**src/rtl/game_pkg.sv**
```systemverilog
// ============================================================================
//  Module      : game_pkg
//  Description : Shared constants and state encoding for the game controller.
//  Revision    : 1.0 - initial release
// ============================================================================
`default_nettype none

package game_pkg;

    localparam int c_score_w = 16;
    localparam int c_lvl_w   = 4;
    localparam int c_state_w = 3;

    typedef enum logic [2:0] {
        ST_IDLE  = 3'd0,
        ST_SERVE = 3'd1,
        ST_PLAY  = 3'd2,
        ST_MISS  = 3'd3,
        ST_OVER  = 3'd4,
        ST_PAUSE = 3'd5
    } state_t;

endpackage

`default_nettype wire

```
**src/rtl/game_ctrl_if.sv**
```systemverilog
// ============================================================================
//  Module      : game_ctrl_if
//  Description : Signal bundle between the pixel engine / buttons (master)
//                and the game controller (slave).
//  Revision    : 1.0 - initial release
// ============================================================================
`default_nettype none

interface game_ctrl_if;
    import game_pkg::*;

    logic                 refresh_tick;
    logic                 start;
    logic                 pause;
    logic                 paddle_hit;
    logic                 ball_miss;
    logic                 ball_en;
    logic                 ball_serve;
    logic [c_lvl_w-1:0]   speed_lvl;
    logic [c_score_w-1:0] score;
    logic [c_score_w-1:0] high_score;
    logic [1:0]           lives;
    logic [c_state_w-1:0] state;
    logic                 game_over;

    modport master (
        output refresh_tick, start, pause, paddle_hit, ball_miss,
        input  ball_en, ball_serve, speed_lvl, score, high_score, lives, state, game_over
    );

    modport slave (
        input  refresh_tick, start, pause, paddle_hit, ball_miss,
        output ball_en, ball_serve, speed_lvl, score, high_score, lives, state, game_over
    );

endinterface

`default_nettype wire

```
**src/rtl/game_ctrl_frame_timer.sv**
```systemverilog
// ============================================================================
//  Module      : frame_timer
//  Description : Counts refresh ticks; done pulses on the SERVE_FRAMES-th tick
//                since the last clear.
//  Revision    : 1.0 - initial release
// ============================================================================
`default_nettype none

module frame_timer #(
    parameter int SERVE_FRAMES = 60
) (
    input  wire logic clk,
    input  wire logic reset,
    input  wire logic clear,
    input  wire logic refresh_tick,
    output logic      done
);

    localparam int c_cnt_w = (SERVE_FRAMES > 1) ? $clog2(SERVE_FRAMES) : 1;

    logic [c_cnt_w-1:0] r_count;

    assign done = refresh_tick && (r_count == c_cnt_w'(SERVE_FRAMES - 1));

    // Tick counter, cleared externally or when the target count is reached.
    always_ff @(posedge clk or negedge reset) begin
        if (!reset) begin
            r_count <= '0;
        end else if (clear || done) begin
            r_count <= '0;
        end else if (refresh_tick) begin
            r_count <= r_count + c_cnt_w'(1);
        end
    end

endmodule

`default_nettype wire

```
**src/rtl/game_ctrl.sv**
```systemverilog
// ============================================================================
//  Module      : game_ctrl
//  Description : Paddle-game controller: serve timing, scoring, speed levels,
//                lives and high score. Optional pause feature enabled by
//                defining GAME_CTRL_PAUSE_EN.
//  Revision    : 1.0 - initial release
// ============================================================================
`default_nettype none

module game_ctrl
    import game_pkg::*;
#(
    parameter int SERVE_FRAMES = 60,
    parameter int LIVES_INIT   = 3,
    parameter int HITS_PER_LVL = 4,
    parameter int MAX_LVL      = 7
) (
    input  wire logic  clk,
    input  wire logic  reset,
    game_ctrl_if.slave bus
);

    localparam int c_hit_w = (HITS_PER_LVL > 1) ? $clog2(HITS_PER_LVL) : 1;

    state_t               r_state;
    state_t               w_next;
    logic                 r_start_q;
    logic                 w_start_press;
    logic                 w_frames_done;
    logic [c_score_w-1:0] r_score;
    logic [c_score_w-1:0] r_high_score;
    logic [c_lvl_w-1:0]   r_speed_lvl;
    logic [c_hit_w-1:0]   r_hits;
    logic [1:0]           r_lives;
    logic                 r_ball_en;
    logic                 r_ball_serve;
    logic                 r_game_over;

    assign w_start_press = bus.start && !r_start_q;

`ifdef GAME_CTRL_PAUSE_EN
    logic r_pause_q;
    logic w_pause_press;

    assign w_pause_press = bus.pause && !r_pause_q;

    // Pause button history for edge detection.
    always_ff @(posedge clk or negedge reset) begin
        if (!reset) begin
            r_pause_q <= 1'b0;
        end else begin
            r_pause_q <= bus.pause;
        end
    end
`endif

    // Serve delay only runs while serving; any other state holds it cleared.
    frame_timer #(
        .SERVE_FRAMES (SERVE_FRAMES)
    ) u_frame_timer (
        .clk          (clk),
        .reset        (reset),
        .clear        (r_state != ST_SERVE),
        .refresh_tick (bus.refresh_tick),
        .done         (w_frames_done)
    );

    // State register.
    always_ff @(posedge clk or negedge reset) begin
        if (!reset) begin
            r_state <= ST_IDLE;
        end else begin
            r_state <= w_next;
        end
    end

    // Next-state decision; a miss takes priority over a simultaneous pause.
    always_comb begin
        w_next = r_state;
        case (r_state)
            ST_IDLE:  if (w_start_press) w_next = ST_SERVE;
            ST_SERVE: if (w_frames_done) w_next = ST_PLAY;
            ST_PLAY: begin
                if (bus.ball_miss) begin
                    w_next = ST_MISS;
                end
`ifdef GAME_CTRL_PAUSE_EN
                else if (w_pause_press) begin
                    w_next = ST_PAUSE;
                end
`endif
            end
            ST_MISS:  w_next = (r_lives == 2'd1) ? ST_OVER : ST_SERVE;
            ST_OVER:  if (w_start_press) w_next = ST_SERVE;
`ifdef GAME_CTRL_PAUSE_EN
            ST_PAUSE: if (w_pause_press) w_next = ST_PLAY;
`endif
            default:  w_next = ST_IDLE;
        endcase
    end

    // Game data and registered outputs, all derived from the upcoming state.
    always_ff @(posedge clk or negedge reset) begin
        if (!reset) begin
            r_start_q    <= 1'b0;
            r_score      <= '0;
            r_high_score <= '0;
            r_speed_lvl  <= '0;
            r_hits       <= '0;
            r_lives      <= '0;
            r_ball_en    <= 1'b0;
            r_ball_serve <= 1'b0;
            r_game_over  <= 1'b0;
        end else begin
            r_start_q    <= bus.start;
            r_ball_en    <= (w_next == ST_PLAY);
            r_ball_serve <= (w_next == ST_SERVE) && (r_state != ST_SERVE);
            r_game_over  <= (w_next == ST_OVER);

            case (r_state)
                ST_IDLE, ST_OVER: begin
                    if (w_start_press) begin
                        r_score     <= '0;
                        r_speed_lvl <= '0;
                        r_hits      <= '0;
                        r_lives     <= 2'(LIVES_INIT);
                    end
                end
                ST_PLAY: begin
                    if (bus.paddle_hit && !bus.ball_miss) begin
                        if (r_score != '1) begin
                            r_score <= r_score + c_score_w'(1);
                        end
                        if (r_hits == c_hit_w'(HITS_PER_LVL - 1)) begin
                            r_hits <= '0;
                            if (r_speed_lvl != c_lvl_w'(MAX_LVL)) begin
                                r_speed_lvl <= r_speed_lvl + c_lvl_w'(1);
                            end
                        end else begin
                            r_hits <= r_hits + c_hit_w'(1);
                        end
                    end
                end
                ST_MISS: begin
                    r_lives     <= r_lives - 2'd1;
                    r_speed_lvl <= '0;
                    r_hits      <= '0;
                end
                default: ;
            endcase

            if ((w_next == ST_OVER) && (r_state != ST_OVER) && (r_score > r_high_score)) begin
                r_high_score <= r_score;
            end
        end
    end

    assign bus.state      = r_state;
    assign bus.score      = r_score;
    assign bus.high_score = r_high_score;
    assign bus.speed_lvl  = r_speed_lvl;
    assign bus.lives      = r_lives;
    assign bus.ball_en    = r_ball_en;
    assign bus.ball_serve = r_ball_serve;
    assign bus.game_over  = r_game_over;

endmodule

`default_nettype wire

```
**src/flat_wrapper.sv**
```systemverilog
// flat-port wrapper written by rule: the top's interface ports become plain ports
module game_ctrl_flat import game_pkg::*;
#(
    parameter int SERVE_FRAMES = 60,
    parameter int LIVES_INIT   = 3,
    parameter int HITS_PER_LVL = 4,
    parameter int MAX_LVL      = 7
)
  (clk, reset, bus_refresh_tick, bus_start, bus_pause, bus_paddle_hit, bus_ball_miss, bus_ball_en, bus_ball_serve, bus_speed_lvl, bus_score, bus_high_score, bus_lives, bus_state, bus_game_over);
  game_ctrl_if bus_i ();
  input  wire logic clk;
  input  wire logic reset;
  input wire logic [$bits(bus_i.refresh_tick)-1:0] bus_refresh_tick;
  input wire logic [$bits(bus_i.start)-1:0] bus_start;
  input wire logic [$bits(bus_i.pause)-1:0] bus_pause;
  input wire logic [$bits(bus_i.paddle_hit)-1:0] bus_paddle_hit;
  input wire logic [$bits(bus_i.ball_miss)-1:0] bus_ball_miss;
  output wire logic [$bits(bus_i.ball_en)-1:0] bus_ball_en;
  output wire logic [$bits(bus_i.ball_serve)-1:0] bus_ball_serve;
  output wire logic [$bits(bus_i.speed_lvl)-1:0] bus_speed_lvl;
  output wire logic [$bits(bus_i.score)-1:0] bus_score;
  output wire logic [$bits(bus_i.high_score)-1:0] bus_high_score;
  output wire logic [$bits(bus_i.lives)-1:0] bus_lives;
  output wire logic [$bits(bus_i.state)-1:0] bus_state;
  output wire logic [$bits(bus_i.game_over)-1:0] bus_game_over;
  assign bus_i.refresh_tick = bus_refresh_tick;
  assign bus_i.start = bus_start;
  assign bus_i.pause = bus_pause;
  assign bus_i.paddle_hit = bus_paddle_hit;
  assign bus_i.ball_miss = bus_ball_miss;
  assign bus_ball_en = bus_i.ball_en;
  assign bus_ball_serve = bus_i.ball_serve;
  assign bus_speed_lvl = bus_i.speed_lvl;
  assign bus_score = bus_i.score;
  assign bus_high_score = bus_i.high_score;
  assign bus_lives = bus_i.lives;
  assign bus_state = bus_i.state;
  assign bus_game_over = bus_i.game_over;
  game_ctrl #(.SERVE_FRAMES(SERVE_FRAMES), .LIVES_INIT(LIVES_INIT), .HITS_PER_LVL(HITS_PER_LVL), .MAX_LVL(MAX_LVL)) u_core (.clk(clk), .reset(reset), .bus(bus_i));
endmodule
```
**config.mk**
```make
export PLATFORM = sky130hd
export DESIGN_NAME = game_ctrl_flat
export DESIGN_NICKNAME = d
export VERILOG_FILES = /design/src/rtl/game_pkg.sv /design/src/rtl/game_ctrl_if.sv /design/src/rtl/game_ctrl_frame_timer.sv /design/src/rtl/game_ctrl.sv /design/src/flat_wrapper.sv
export SDC_FILE = /design/constraint.sdc
export NUM_CORES = 1
export LEC_CHECK = 0
export ABC_AREA = 0
export BUFFER_PORTS_ARGS = -buffer_cell sky130_fd_sc_hd__buf_2
export CORE_MARGIN = 1
export CORE_UTILIZATION = 34
export CTS_CLUSTER_SIZE = 30
export DETAILED_ROUTE_END_ITERATION = 6
export PLACE_DENSITY = 0.62
export SLEW_MARGIN = 20
export SYNTH_ARGS = -nofsm -noshare
export SYNTH_HDL_FRONTEND = slang
export SYNTH_SLANG_ARGS = --single-unit
export TNS_END_PERCENT = 100
```
**constraint.sdc**
```tcl
create_clock -name clk -period 3.6 [get_ports clk]
set_input_delay 0.18 -clock clk [delete_from_list [all_inputs] [get_ports clk]]
set_output_delay 0.18 -clock clk [all_outputs]
set_load 0.03 [all_outputs]
```
# After elaboration in Yosys (flattened, before gate mapping)
# Index checks and enable logic that the tools add are counted.
[word_totals]
inputBits = 7
regBits = 53
elab_cells = 77
[classes]
reduce_logical = 19
add_sub_neg = 5
eq_ne = 19
muxes = 22
order_cmp = 1
[ops]
columns = ["op", "n"]
rows = [
  ["$mux 16", 3],
  ["$pmux 16 s2", 1],
  ["$add 16x1->16 const B", 1],
  ["$gt 16x16->1", 1],
  ["$mux 4", 4],
  ["$ne 16x16->1 const B", 1],
  ["$mux 3", 4],
  ["$mux 6", 2],
  ["$pmux 3 s4", 1],
  ["$pmux 4 s3", 1],
  ["$ne 2x1->1 const B", 5],
  ["$eq 3x2->1 const B", 3],
  ["$mux 2", 4],
  ["$add 6x1->6 const B", 1],
  ["$eq 3x1->1 const B", 2],
  ["$eq 3x3->1 const B", 2],
  ["$eq 6x6->1 const B", 1],
  ["$logic_and 1x1->1", 6],
  ["$pmux 2 s3", 1],
  ["$reduce_bool 2->1", 3],
  ["$reduce_and 5->1", 1],
  ["$add 4x1->4 const B", 1],
  ["$ne 4x3->1 const B", 1],
  ["$pmux 2 s2", 1],
  ["other kinds (14)", 15],
]

# Longest topological paths before layout
# Gate-level depths: netlist (run 1).
[depth]
word_depth = 7
depth_mapped = 9
depth_no_buf = 7

# By module
# From an unflattened synthesis (run 1), not the netlist that was laid out.
[unflattened]
hier_cells = 279
area_unflattened_um2 = 2830.2
[by_module_without_submodules]
columns = ["module", "area_each_um2", "cells_per_inst", "instances", "seq_area_each_um2"]
rows = [
  ["game_ctrl", 2534.9, 250, 1, 1176.1],
  ["frame_timer", 295.3, 29, 1, 150.1],
]

# Worst setup path after synthesis (run 1)
# OpenSTA, ideal clock, no wires.
[synth_path]
path_type = "register -> register"
start = "reg u_core.r_high_score[15], in the netlist u_core.bus.high_score[15]"
end = "reg u_core.r_high_score[10], in the netlist u_core.bus.high_score[10]"
slack_ps = 1145
arrival_time_ps = 2331
path_buffers = 2
t_required_ps = 3475
path_stages_with_launch = 10
cell_sequence = "dfrtp_1 -> inv_1 -> ha_1 -> nand4_1 -> nor4_1 -> a21boi_0 -> o31a_1 -> buf_2 -> buf_4 -> mux2_2"
[synth_between]
elab_chain_len = 2
[synth_lines]
columns = ["element", "line", "source"]
rows = [
  ["start, declared", "game_ctrl.sv:31", "logic [c_score_w-1:0] r_high_score;"],
  ["start signal, assigned", "game_ctrl.sv:153", "r_high_score <= r_score;"],
  ["$gt 16x16->1", "game_ctrl.sv:152", "if ((w_next == ST_OVER) && (r_state != ST_OVER) && (r_score > r_high_score)) begin"],
  ["$logic_and 1x1->1", "game_ctrl.sv:152", ""],
]
# Every way passes these cells.
# A chain may end at the register's enable or synchronous reset.

# Worst setup path in the final report (run 1)
[layout_path]
start = "reg u_core.r_score[13], in the netlist u_core.bus.score[13]"
end = "reg u_core.r_high_score[0], in the netlist u_core.bus.high_score[0]"
[layout_between]
elab_chain_len = 2
[layout_lines]
columns = ["element", "line", "source"]
rows = [
  ["start, declared", "game_ctrl.sv:30", "logic [c_score_w-1:0] r_score;"],
  ["start signal, assigned", "game_ctrl.sv:132", "r_score <= r_score + c_score_w'(1);"],
  ["$gt 16x16->1", "game_ctrl.sv:152", ""],
  ["$logic_and 1x1->1", "game_ctrl.sv:152", ""],
]
# Every way passes these cells.

==> impl_summary.txt, run 1 <==
----------------------------------------------------
[Outcome]
  Run status ... finished, final reports clean

[Logic synthesis]
  Yosys warning count ... 0
  Post-synthesis net count ... 319
  Most used DFF post-synth ... dfrtp_1
  Proportion of register bits with asynchronous set or reset after synthesis ... 1.00
  Sequential area share after synthesis ... 0.457
  Post-Synthesis Mean Instance Area ... 9.96 sq um
  Synthesized instance count ... 291
  Synth Cell Area ... 2900 sq um
  Number of register bits inferred by synthesis ... 53
  EDFF count, synth ... 0
  Number of different library cells in the post-synthesis netlist ... 43

[Detailed routing]
  WL/cell ... 13.6 um
  Total DRC errors in the routed layout ... 0
  Number of iterations in the first detailed-routing pass ... 4
  Routed via count divided by cell count ... 5.11
  Final Routed Wirelength ... 6100 um
  ANT nets after route ... 0
  Routed via count ... 2291
  First DRT Iteration DRCs ... 83

[Global routing]
  Number of global-route vias before repair ... 2178
  Global-route usage over all layers ... 0.148
  Sum of overflow across all layers after global routing ... 0
  Largest net degree at the start of global routing ... 42
  Initial antenna violation count ... 0
  First-pass GRT wire length ... 10300 um

[Pwr]
  Switching power of the nets ... 0.000370 W
  Areal power density over the cells ... 398 nW/um^2
  Combinational cell fraction of total power ... 0.141
  Clock network fraction of total power ... 0.352
  Sequential Power Share ... 0.507
  Maximum VDD drop ... 0.000238 V
  Leakage power figure ... 1.64 nW
  Cell internal pwr ... 0.000984 W
  Fraction of power spent switching nets ... 0.273

[Layout]
  Fill count ... 835
  Fraction of final layout cells with drive strength greater than 1 ... 0.236
  Post-layout net count ... 370
  Total inserted antenna cells ... 0
  Layout overhead on the synthesized area ... 17.4%
  Filler-free cell count of the finished design ... 448
  Most common library cell in the layout ignoring fill and taps ... dfrtp_1
  Commonest non-fill, non-tap cells in the layout ... dfrtp_1 (53), buf_2 (49), nand2_1 (26)

[Clock tree]
  Clock tree from TritonCTS ... done
  Insertion delay to the later sink of the worst-skew pair ... 0.31 ns
  Buffers inserted during post-CTS setup optimization ... 0
  Clock buffers created by TritonCTS ... 5
  Sink Count ... 53
  Root buf cell ... clkbuf_8
  Worst-case clock buffer depth ... 2
  Post-CTS sizing ... 0
  Clock slew at the register clock pins of the worst setup and hold paths ... 0.10 ns
  Hold buffers post-CTS ... 2
  Clock H-tree levels ... 2

[Worst hold path]
  Endpoint of the worst hold path ... u_core.bus.state[0]
  Hold path cells ... 3
  Hold path startpoint ... bus_ball_miss
  Worst min path class ... in -> reg

[Critical path]
  Setup slack, reg-to-reg ... 0.80 ns
  Worst reg2reg path depth ... 7
  Crit Path Max Fanout ... 12
  Worst flop-to-flop path endpoint ... u_core.bus.high_score[0]
  Crit path capture type ... register
  Arrival time reported for the critical path endpoint ... 3.00 ns
  Critical path's slowest cell ... dfrtp_1
  CP Launch Type ... register
  Reg-to-reg critical path startpoint ... u_core.bus.score[13]
  Delay of the slowest critical-path stage ... 0.47 ns
  Worst setup path class ... reg -> reg
  Worst path required time ... 3.80 ns
  Sequence of cells on the critical path ... ha_1 -> nand4_1 -> nor4_1 -> a21boi_0 -> o31a_1 -> buf_4 -> mux2_2

[Floorplanning]
  Die Y-Extent ... 94.3 um
  Die X ... 94.3 um
  Initial standard-cell utilization of the core ... 0.353
  Area enclosed by the die boundary ... 8900 sq um
  Number of top-level pins ... 51
  Site row count ... 33
  Core area ... 8220 sq um

[Placement]
  Routability-driven placement congestion ratio ... 0.784
  Estimated wirelength of the detail-placed design ... 4460 um
  Buffers on Ports ... 49
  Cell count after placement ... 438

[Timing]
  Final-report max-slew violation count ... 0
  Post-route minimum period ... 2.80 ns
  Worst Skew ... 0.00503 ns
  Setup violation total in the final timing report ... 0
  RSZ-0062 raised after global routing ... no
  Max_slew headroom ... 0.322
  Achievable Freq ... 0.358 GHz
  Hold violation total from the final report ... 0
  Least-Margin Pin Slew ... 1.01 ns
  Setup tns final ... 0 ns
  Post-route clock period utilization ... 0.777

[Job]
  Max-cap check violation count ... 0

----------------------------------------------------
-- area by class of cell --
| type | count | area [sq um] | share of cell area |
|---|---|---|---|
| clock inverter | 3 | 65.1 | 0.0191 |
| multi-input combinational | 205 | 1440 | 0.423 |
| clock buffer | 5 | 68.8 | 0.0202 |
| inverter | 23 | 86.3 | 0.0254 |
| sequential | 53 | 1330 | 0.390 |
| timing repair buffer | 54 | 288 | 0.0845 |
| tap | 105 | 131 | 0.0386 |
-- sequential cells by signal, summed over array words and instances, names as in the netlist --
| register | count |
|---|---|
| u_core.bus.ball_serve | 1 |
| u_core.bus.game_over | 1 |
| u_core.bus.state | 3 |
| u_core.bus.score | 16 |
| u_core.bus.ball_en | 1 |
| u_core.bus.speed_lvl | 4 |
| u_core.u_frame_timer.r_count | 6 |
| u_core.r_hits | 2 |
| u_core.r_start_q | 1 |
| u_core.bus.high_score | 16 |
| u_core.bus.lives | 2 |
-- power by group through the flow --
stage	sequential [W]	combinational, W	clock (W)
final	0.000687	0.000191	0.000477
after global routing	0.000695	0.000219	0.000517
after CTS	0.000687	0.000195	0.000492
after detailed placement	0.000698	0.000194	0
after global placement	0.000697	0.000188	0
after floorplan	0.000714	0.000112	0
-- routing by layer --
layer,track usage,share of wire
met1,0.198,0.47
met2,0.239,0.47
met3,0.0338,0.052
met4,0.0436,0.010
met5,0,0
-- logic make-up after synthesis --
family | count (synthesis) | synth area share
xor+xnor | 13 | 0.0393
compound gates | 52 | 0.112
mux | 18 | 0.0691
buf+inv | 33 | 0.0462
simple gates | 101 | 0.185
fa+ha+maj | 21 | 0.0906
flops | 53 | 0.457
-- cells in the mapped netlist (4+ instances only) --
master     n  share of area
nand2_1   26          0.034
mux2_2    16          0.062
o31ai_1    4          0.010
a21oi_1   19          0.033
o21ai_0   12          0.021
or4_1      6          0.016
clkbuf_1   4         0.0052
nor2b_1    4         0.0086
xnor2_1   10          0.030
nand3_1   12          0.021
dfrtp_1   53           0.46
nor2_1    20          0.026
ha_1      21          0.091
nand4_1    7          0.015
buf_2      5         0.0086
or3_1      6          0.013
inv_1     23          0.030
-- worst max path at each step --
stage,start,end,depth (start not counted)
2_1_floorplan,u_core.bus.high_score[15],u_core.bus.high_score[10],9
3_5_place_dp,u_core.bus.score[15],u_core.bus.high_score[0],7
3_3_place_gp,u_core.bus.score[13],u_core.bus.high_score[0],7
5_1_grt,u_core.bus.score[13],u_core.bus.high_score[10],7
6_report,u_core.bus.score[13],u_core.bus.high_score[0],7
4_1_cts,u_core.bus.score[15],u_core.bus.high_score[11],7
-- through the flow --
step           power [W]  worst slack [ns]   util  instance area [sq um]  hold slack [ns]
2_1_floorplan   0.000826              1.14      -                   2900           -0.116
3_3_place_gp    0.000885             0.794  0.396                   3250           0.0841
3_5_place_dp    0.000892             0.764  0.396                   3250           0.0843
4_1_cts          0.00137             0.744  0.414                   3400            0.127
5_1_grt          0.00143             0.604  0.414                   3400            0.155
6_report         0.00135             0.803  0.414                   3400            0.143
-- worst max-delay path: cells and delay by family (launching register included) --
kind / cells / cell delay [ns]
and+or+nand+nor: 2 / 0.63
AOI/OAI and AO/OA: 2 / 0.63
muxes: 1 / 0.36
DFF: 1 / 0.47
buffers and inverters: 1 / 0.27
adders and majority gates: 1 / 0.33
No activity file was read; power rests on OpenSTA's default activity.
==> run 2, diff against run 1 <==
==> constraint.sdc (replaced) <==
create_clock -name clk -period 2.69 [get_ports clk]
set_input_delay 0.1345 -clock clk [delete_from_list [all_inputs] [get_ports clk]]
set_output_delay 0.1345 -clock clk [all_outputs]
set_load 0.03 [all_outputs]
==> impl_summary.txt, run 2 (same netlist as run 1, synthesis figures left out) <==
----------------------------------------------------
[Floorplanning]
  Number of top-level pins ... 51
  Die X ... 94.3 um
  Site row count ... 33
  Core area ... 8220 sq um
  Area enclosed by the die boundary ... 8900 sq um
  Die Y-Extent ... 94.3 um
  Initial standard-cell utilization of the core ... 0.353

[Timing]
  Post-route clock period utilization ... 0.910
  Hold violation total from the final report ... 0
  Worst Skew ... 0.00706 ns
  Max_slew headroom ... 0.543
  RSZ-0062 raised after global routing ... no
  Post-route minimum period ... 2.45 ns
  Least-Margin Pin Slew ... 0.685 ns
  Setup violation total in the final timing report ... 0
  Setup tns final ... 0 ns
  Achievable Freq ... 0.409 GHz
  Final-report max-slew violation count ... 0

[Detailed routing]
  Number of iterations in the first detailed-routing pass ... 4
  WL/cell ... 13.3 um
  Total DRC errors in the routed layout ... 0
  Final Routed Wirelength ... 6090 um
  Routed via count ... 2308
  Routed via count divided by cell count ... 5.04
  ANT nets after route ... 0
  First DRT Iteration DRCs ... 98

[Pwr]
  Sequential Power Share ... 0.556
  Leakage power figure ... 1.67 nW
  Switching power of the nets ... 0.000486 W
  Combinational cell fraction of total power ... 0.176
  Areal power density over the cells ... 473 nW/um^2
  PnR Total Power ... 0.00163 W
  Fraction of power spent switching nets ... 0.299
  Maximum VDD drop ... 0.000334 V
  Clock network fraction of total power ... 0.269
  Cell internal pwr ... 0.00114 W

[Critical path]
  Setup slack, reg-to-reg ... 0.24 ns
  Reg-to-reg critical path startpoint ... u_core.bus.score[15]
  Crit path capture type ... register
  Sequence of cells on the critical path ... ha_1 -> nand4_1 -> nor4_2 -> a21boi_0 -> o31a_1 -> buf_4 -> mux2_2
  Worst reg2reg path depth ... 7
  CP Launch Type ... register
  Worst setup path class ... reg -> reg
  Crit path buffers/inverters ... 1
  Delay of the slowest critical-path stage ... 0.45 ns
  Kind of cell with the highest combined delay on the critical path ... simple AND/OR/NAND/NOR gates
  Worst path required time ... 2.88 ns
  Worst flop-to-flop path endpoint ... u_core.bus.high_score[8]
  Arrival time reported for the critical path endpoint ... 2.64 ns
  Critical path's slowest cell ... dfrtp_1
  Crit Path Max Fanout ... 10

[Outcome]
  Run status ... finished, final reports clean

[Global routing]
  Global-route usage over all layers ... 0.145
  First-pass GRT wire length ... 10000 um
  Largest net degree at the start of global routing ... 54
  Number of global-route vias before repair ... 2149
  Initial antenna violation count ... 0
  Sum of overflow across all layers after global routing ... 0

[Layout]
  Fraction of final layout cells with drive strength greater than 1 ... 0.258
  Layout overhead on the synthesized area ... 18.5%
  Total inserted antenna cells ... 0
  Fill count ... 803
  Commonest non-fill, non-tap cells in the layout ... dfrtp_1 (53), buf_2 (49), nand2_1 (26)
  Post-layout net count ... 380
  Most common library cell in the layout ignoring fill and taps ... dfrtp_1

[Worst hold path]
  Endpoint of the worst hold path ... u_core.bus.state[0]
  Hold path startpoint ... bus_ball_miss
  Hold path cells ... 3
  Worst min path class ... in -> reg

[Job]
  Max-cap check violation count ... 0

[Clock tree]
  Insertion delay to the later sink of the worst-skew pair ... 0.30 ns
  Worst-case clock buffer depth ... 2
  Sink Count ... 53
  Clock slew at the register clock pins of the worst setup and hold paths ... 0.10 ns
  Root buf cell ... clkbuf_8
  Clock tree from TritonCTS ... done
  Clock buffers created by TritonCTS ... 5
  Clock H-tree levels ... 2

[Placement]
  Estimated wirelength of the detail-placed design ... 4540 um
  Routability-driven placement congestion ratio ... 0.766
  Buffers on Ports ... 49

----------------------------------------------------
## run 2: cell types whose count changed in the layout (fill, tap and decap cells not counted), sizes merged
cell,before,now
clkbuf,5,6
buf,52,62
clkinv,1,2
bufinv,2,0
## run 2: per-stage QoR
step	hold WS [ns]	cells	area, sq um	util	setup WS (ns)
after floorplan	-0.161	291	2900	-	0.235
after global placement	0.270	448	3330	0.405	0.234
after detailed placement	0.281	448	3330	0.405	0.205
after CTS	0.0825	458	3430	0.417	0.180
after global routing	0.111	458	3430	0.418	0.0213
final	0.0942	458	3430	0.418	0.242
## run 2: tightest hold or removal path: cells and delay by family
family,cells,cell delay (ns)
buffers and inverters,1,0.11
AOI/OAI and AO/OA,1,0.06
and+or+nand+nor,1,0.06
## run 2: cell type report
class	count	area (sq um)	share of cell area
Multi-Input combinational cell	205	1450	0.421
Sequential cell	53	1330	0.386
Timing Repair Buffer	64	363	0.106
Tap cell	105	131	0.0383
Inverter	23	86.3	0.0251
Clock buffer	6	72.6	0.0211
Clock inverter	2	10.0	0.00291
## run 2: worst max-delay path by stage
stage / from / end / slack [ns] / depth (start not counted)
6_report: u_core.bus.score[15] / u_core.bus.high_score[8] / 0.24 / 7
3_5_place_dp: u_core.bus.score[15] / u_core.bus.high_score[4] / 0.20 / 7
5_1_grt: u_core.bus.score[15] / u_core.bus.high_score[8] / 0.02 / 7
2_1_floorplan: u_core.bus.high_score[15] / u_core.bus.high_score[10] / 0.23 / 9
3_3_place_gp: u_core.bus.score[15] / u_core.bus.high_score[11] / 0.23 / 7
4_1_cts: u_core.bus.score[15] / u_core.bus.high_score[4] / 0.18 / 7
## run 2: power by group through the flow
stage / Clock, W / Combinational, W / Sequential [W]
floorplan: 0 / 0.000150 / 0.000955
global placement: 0 / 0.000279 / 0.000916
detailed placement: 0 / 0.000286 / 0.000918
CTS: 0.000456 / 0.000289 / 0.000904
global route: 0.000485 / 0.000328 / 0.000914
finish: 0.000437 / 0.000286 / 0.000903
## run 2: timing repair
| item | in CTS | in global routing |
|---|---|---|
| endpoints found under the hold margin | 54 | 0 |
| hold buffers | 2 | 0 |
| gates resized for setup | 0 | 1 |
| endpoints found under the setup margin | 0 | 9 |
| buffers inserted | 0 | 0 |
## run 2: metal layers
| layer | up-vias | routed length (um) | track usage |
|---|---|---|---|
| met3 | 4 | 311 | 0.0330 |
| met5 | - | 0 | 0 |
| met4 | 0 | 42 | 0.0385 |
| met1 | 1104 | 2980 | 0.197 |
| li1 | 1153 | - | - |
| met2 | 47 | 2760 | 0.232 |
